===== config.mk =====
export PLATFORM = sky130hd
export DESIGN_NAME = data_ram_arbiter
export DESIGN_NICKNAME = d
export VERILOG_FILES = /design/src/rtl/data_ram_arbiter.sv
export SDC_FILE = /design/constraint.sdc
export NUM_CORES = 1
export LEC_CHECK = 0
export CAP_MARGIN = 20
export CORE_MARGIN = 5
export CORE_UTILIZATION = 41
export CTS_CLUSTER_SIZE = 10
export DETAILED_ROUTE_END_ITERATION = 8
export HOLD_SLACK_MARGIN = 0.05
export PLACE_DENSITY_LB_ADDON = 0.08
export RECOVER_POWER = 25
export SLEW_MARGIN = 10
export SYNTH_ARGS = -nofsm -noshare
export SYNTH_HDL_FRONTEND = slang
export SYNTH_SLANG_ARGS = --single-unit

===== constraint.sdc =====
create_clock -name clk -period 2.25 [get_ports clk]
set_input_delay 0.225 -clock clk [delete_from_list [all_inputs] [get_ports clk]]
set_output_delay 0.225 -clock clk [all_outputs]
set_load 0.01 [all_outputs]

===== src/rtl/data_ram_arbiter.sv =====
`default_nettype none
// ============================================================================
// Module      : data_ram_arbiter
// Description : Shares a single-port, word-addressable data RAM between two
//               requesters (A: core load/store unit, B: debug/DMA loader).
//               Level-held requests are granted one at a time, round-robin on
//               contention. Each grant runs IDLE -> ACCESS -> RESP: the
//               winning transaction is latched at the grant edge, drives the
//               RAM for exactly one cycle, then returns registered read data
//               with a one-cycle ack pulse.
//
// Configuration macro:
//   DATA_RAM_ARB_FIXED_PRIO_EN  defined   : port A always wins contention
//                               undefined : round-robin (default)
//
// Parameters:
//   N  byte address width (RAM is indexed by addr[N-1:2])
//   M  data width
//
// Ports:
//   clk, rst_n                 clock, asynchronous active-low reset
//   a_req/b_req                request, held high until matching ack
//   a_we/b_we                  1 = write, 0 = read
//   a_addr/b_addr   [N-1:0]    byte address
//   a_wdata/b_wdata [M-1:0]    write data
//   a_ack/b_ack                one-cycle completion pulse (registered)
//   a_rdata/b_rdata [M-1:0]    registered read data, held until next read
//   ram_we/ram_addr/ram_wdata  RAM control, address and write data
//   ram_rdata       [M-1:0]    combinational RAM read data
//
// Revision    : 1.0  initial release
// ============================================================================
module data_ram_arbiter #(
  parameter int N = 10,
  parameter int M = 32
) (
  input  logic         clk,
  input  logic         rst_n,
  input  logic         a_req,
  input  logic         a_we,
  input  logic [N-1:0] a_addr,
  input  logic [M-1:0] a_wdata,
  output logic         a_ack,
  output logic [M-1:0] a_rdata,
  input  logic         b_req,
  input  logic         b_we,
  input  logic [N-1:0] b_addr,
  input  logic [M-1:0] b_wdata,
  output logic         b_ack,
  output logic [M-1:0] b_rdata,
  output logic         ram_we,
  output logic [N-1:0] ram_addr,
  output logic [M-1:0] ram_wdata,
  input  logic [M-1:0] ram_rdata
);

  typedef enum logic [1:0] {
    S_IDLE   = 2'd0,
    S_ACCESS = 2'd1,
    S_RESP   = 2'd2
  } state_t;

  state_t         r_state;
  logic           r_cur_we;
  logic [N-1:0]   r_cur_addr;
  logic [M-1:0]   r_cur_wdata;
  logic           r_owner;      // 0 = port A, 1 = port B
  logic           w_grant_b;    // B wins the current IDLE slot

`ifdef DATA_RAM_ARB_FIXED_PRIO_EN
  // A always wins; B only when it is the sole requester.
  assign w_grant_b = b_req & ~a_req;
`else
  logic           r_last_owner; // owner of the most recent completed access

  // B wins when alone, or on contention when A was served last.
  assign w_grant_b = b_req & (~a_req | ~r_last_owner);
`endif

  // RAM is only written during the single ACCESS cycle.
  assign ram_we    = (r_state == S_ACCESS) & r_cur_we;
  assign ram_addr  = r_cur_addr;
  assign ram_wdata = r_cur_wdata;

  always_ff @(posedge clk or negedge rst_n) begin
    if (!rst_n) begin
      r_state      <= S_IDLE;
      r_cur_we     <= 1'b0;
      r_cur_addr   <= '0;
      r_cur_wdata  <= '0;
      r_owner      <= 1'b0;
      a_ack        <= 1'b0;
      b_ack        <= 1'b0;
      a_rdata      <= '0;
      b_rdata      <= '0;
`ifndef DATA_RAM_ARB_FIXED_PRIO_EN
      r_last_owner <= 1'b1;       // start as if B was last so A wins first
`endif
    end else begin
      case (r_state)
        S_IDLE: begin
          if (a_req || b_req) begin
            // Requester inputs are sampled only here.
            r_owner     <= w_grant_b;
            r_cur_we    <= w_grant_b ? b_we    : a_we;
            r_cur_addr  <= w_grant_b ? b_addr  : a_addr;
            r_cur_wdata <= w_grant_b ? b_wdata : a_wdata;
            r_state     <= S_ACCESS;
          end
        end

        S_ACCESS: begin
          if (r_owner) begin
            b_ack <= 1'b1;
            if (!r_cur_we) b_rdata <= ram_rdata;
          end else begin
            a_ack <= 1'b1;
            if (!r_cur_we) a_rdata <= ram_rdata;
          end
`ifndef DATA_RAM_ARB_FIXED_PRIO_EN
          r_last_owner <= r_owner;
`endif
          r_state <= S_RESP;
        end

        S_RESP: begin
          a_ack   <= 1'b0;
          b_ack   <= 1'b0;
          r_state <= S_IDLE;
        end

        default: begin
          a_ack   <= 1'b0;
          b_ack   <= 1'b0;
          r_state <= S_IDLE;
        end
      endcase
    end
  end

endmodule
`default_nettype wire


==> results_dict.tcl <==
set metrics [dict create \
    fin_setup_tns_ns 0 \
    yosysMostFrequentCell "mux2_2" \
    post-dp-hpwl_mm 9.47 \
    portBuffers 230 \
    synth_cell_types 15 \
    syn_inst 292 \
    start_util 0.419 \
    maxCapViolations 0 \
    finalClockSkew_ns 0.00576 \
    worstHoldStart "ram_rdata[2]" \
    synthesis.nets 414 \
    r2r_cells 4 \
    p_leak_nw 3.24 \
    vias_per_cell 4.83 \
    busiest_layer "met2" \
    finalHoldViolations 0 \
    yosys_warnings 0 \
    grt_pass1_vias 3726 \
    antenna_found_initial 0 \
    vdd_drop_max_v 0.000828 \
    synth_edf_count 0 \
    instances_no_fill 693 \
    drt.antenna.violating_nets 0 \
    drt_iter0_markers 87 \
    fin_crit_ns 2.05 \
    grt_first_pass_wirelength_mm 20.5 \
    status "complete, no violations" \
    post-route-period-util 0.911 \
    rsz0062_at_grt "false" \
    synthToLayoutAreaGrowth_pct 64.3 \
    async_flop_share 1.00 \
    synth_top_family_by_area "multiplexers" \
    ys.flop_type "dfrtp_1" \
    n_antenna_cell 0 \
    synth-compound-area-share 0.00418 \
    crit_family "buffers and inverters" \
    placedCellCount 660 \
    synthesis.area_um2 4790 \
    postCtsSetupRepairBufs 0 \
    synthTopCellsByArea "dfrtp_1 (59%), mux2_2 (35%), buf_6 (2.6%), mux2_1 (0.94%), nor3b_4 (0.78%)" \
    totalWireLength_mm 12.6 \
    firstDrtPassIters 4 \
    grt_util_met1 0.208 \
    die_y_um 118 \
    wire_per_inst_um 18.1 \
    cts-htree-levels 4 \
    synth_seq_cells 113 \
    dieArea_um2 13900 \
    vias 3348 \
    critical_path_arrival_ns 1.82 \
    tightest_slew_ns 0.913 \
    rr_startpoint "r_state[1]$_DFFE_PN0P_" \
    hold_end "b_rdata[2]$_DFFE_PN0P_" \
    grt_max_degree 45 \
    critPathCaptureType "primary output" \
    clkTransAtPathRegs_ns 0.05 \
    relSlewSlack 0.391 \
    cp.required_ns 2.03 \
    synthTopCellsByCount "mux2_2 (147), dfrtp_1 (112), buf_6 (11)" \
    cts-root-buf "clkbuf_16" \
    yosysSeqAreaShare 0.591 \
    nets 659 \
    synthAdderAreaFrac 0 \
    core_area_um2 11400 \
    yosys.area_share.simple 0.0167 \
    use_met2 0.315 \
    core.rowCount 39 \
    cts_tree "built" \
    numCtsBuffers 17 \
    cpPeakStageDelay_ns 0.57 \
    synth_top_area_frac 0.585 \
    crit_chain "and2b_1 > and2_1 > clkdlybuf4s50_1" \
    insertion_delay_ns 0.40 \
    ioPinCount 231 \
    overflow 0 \
    cp_max_fo 5 \
    final_max_slew_viol_count 0 \
    met3_usage 0.0865 \
    finalSetupViolations 0 \
    r2r_slack_ns 0.51 \
    crit_type "reg2out" \
    slowest_stage "clkdlybuf4s50_1" \
    gp_congestion 0.688 \
    drc 0 \
    crit_buf_inv 1 \
    muxShareOfSynthArea 0.357 \
    p_per_area_nw_per_um2 1450 \
    clkSinkCount 113 \
    max_freq_mhz 488 \
    crit_path_start_kind "flop" \
    clockBufferDepth 2 \
    hold_path_class "in2reg" \
    hold_path_depth 2 \
    yosys.area.top_type "dfrtp_1" \
    syn-mean-instance-area_um2 16.4 \
    drive_gt1_frac 0.353 \
    synth_xor_area_frac 0 \
    grt_usage 0.186 \
    rr_endpoint "b_rdata[26]$_DFFE_PN0P_" \
    die_width_um 118 \
]
metal layers:
metal,routed length [um],up-vias
met1,4880,1657
met3,1080,11
met4,194,0
met2,6400,136
met5,0,-
li1,-,1544
sequential cells by signal (all words and copies together) (netlist names):
signal	cells
a_ack	1
a_rdata	32
b_ack	1
b_rdata	32
r_cur_we	1
r_last_owner	1
r_owner	1
r_state	2
ram_addr	10
ram_wdata	32
worst max path at each step:
stage / from / to / slack (ns) / cells after the start
floorplan: r_state[1]$_DFFE_PN0P_ / b_rdata[10]$_DFFE_PN0P_ / 0.67 / 4
global placement: b_req / ram_wdata[0]$_DFFE_PN0P_ / 0.36 / 5
detailed placement: b_req / ram_wdata[0]$_DFFE_PN0P_ / 0.34 / 5
CTS: r_state[1]$_DFFE_PN0P_ / ram_we / 0.20 / 3
global route: r_state[1]$_DFFE_PN0P_ / ram_we / 0.11 / 3
finish: r_state[1]$_DFFE_PN0P_ / ram_we / 0.20 / 3
per-stage QoR:
step | setup slack (ns) | utilization | power (mW) | hold WS [ns] | cell area [um2]
6_report | 0.201 | 0.689 | 11.4 | 0.450 | 7870
5_1_grt | 0.111 | 0.689 | 12.0 | 0.450 | 7870
4_1_cts | 0.198 | 0.691 | 11.6 | 0.331 | 7890
3_5_place_dp | 0.338 | 0.632 | 8.58 | 0.219 | 7220
3_3_place_gp | 0.364 | 0.632 | 8.46 | 0.212 | 7220
2_1_floorplan | 0.665 | - | 5.87 | -0.0706 | 4790
logic make-up after synthesis:
group	count (synthesis)
flops	113
simple gates	8
compound gates	3
mux	152
buf+inv	16
final cells by class:
cell class	count	area (um2)
clock buffers	19	443
clock inverters	13	210
fillers	861	3550
inverters	1	3.75
multi-input cells	163	1810
flip-flops and latches	113	2830
well taps	143	179
repair buffers	241	2390
power breakdown:
| group | internal, mW | total, mW | switching, mW |
|---|---|---|---|
| clock network | 2.00 | 2.91 | 0.913 |
| logic | 3.07 | 4.82 | 1.75 |
| registers | 3.09 | 3.64 | 0.552 |
cell usage in the layout, fill, tap and decap left out, types with 3 or more instances in the layout:
master / netlist / final
mux2_1: 4 / 4
bufinv_16: 0 / 5
clkinv_4: 0 / 4
clkdlybuf4s50_1: 0 / 229
buf_4: 0 / 7
dfrtp_1: 112 / 112
clkbuf_16: 0 / 17
nor2_1: 3 / 3
mux2_2: 147 / 147
timing repair:
| action | CTS | global route |
|---|---|---|
| endpoints found under the hold margin | 34 | 0 |
| hold buffers | 1 | 0 |
| gates resized for setup | 0 | 0 |
Power figures use the tool's default switching activity.
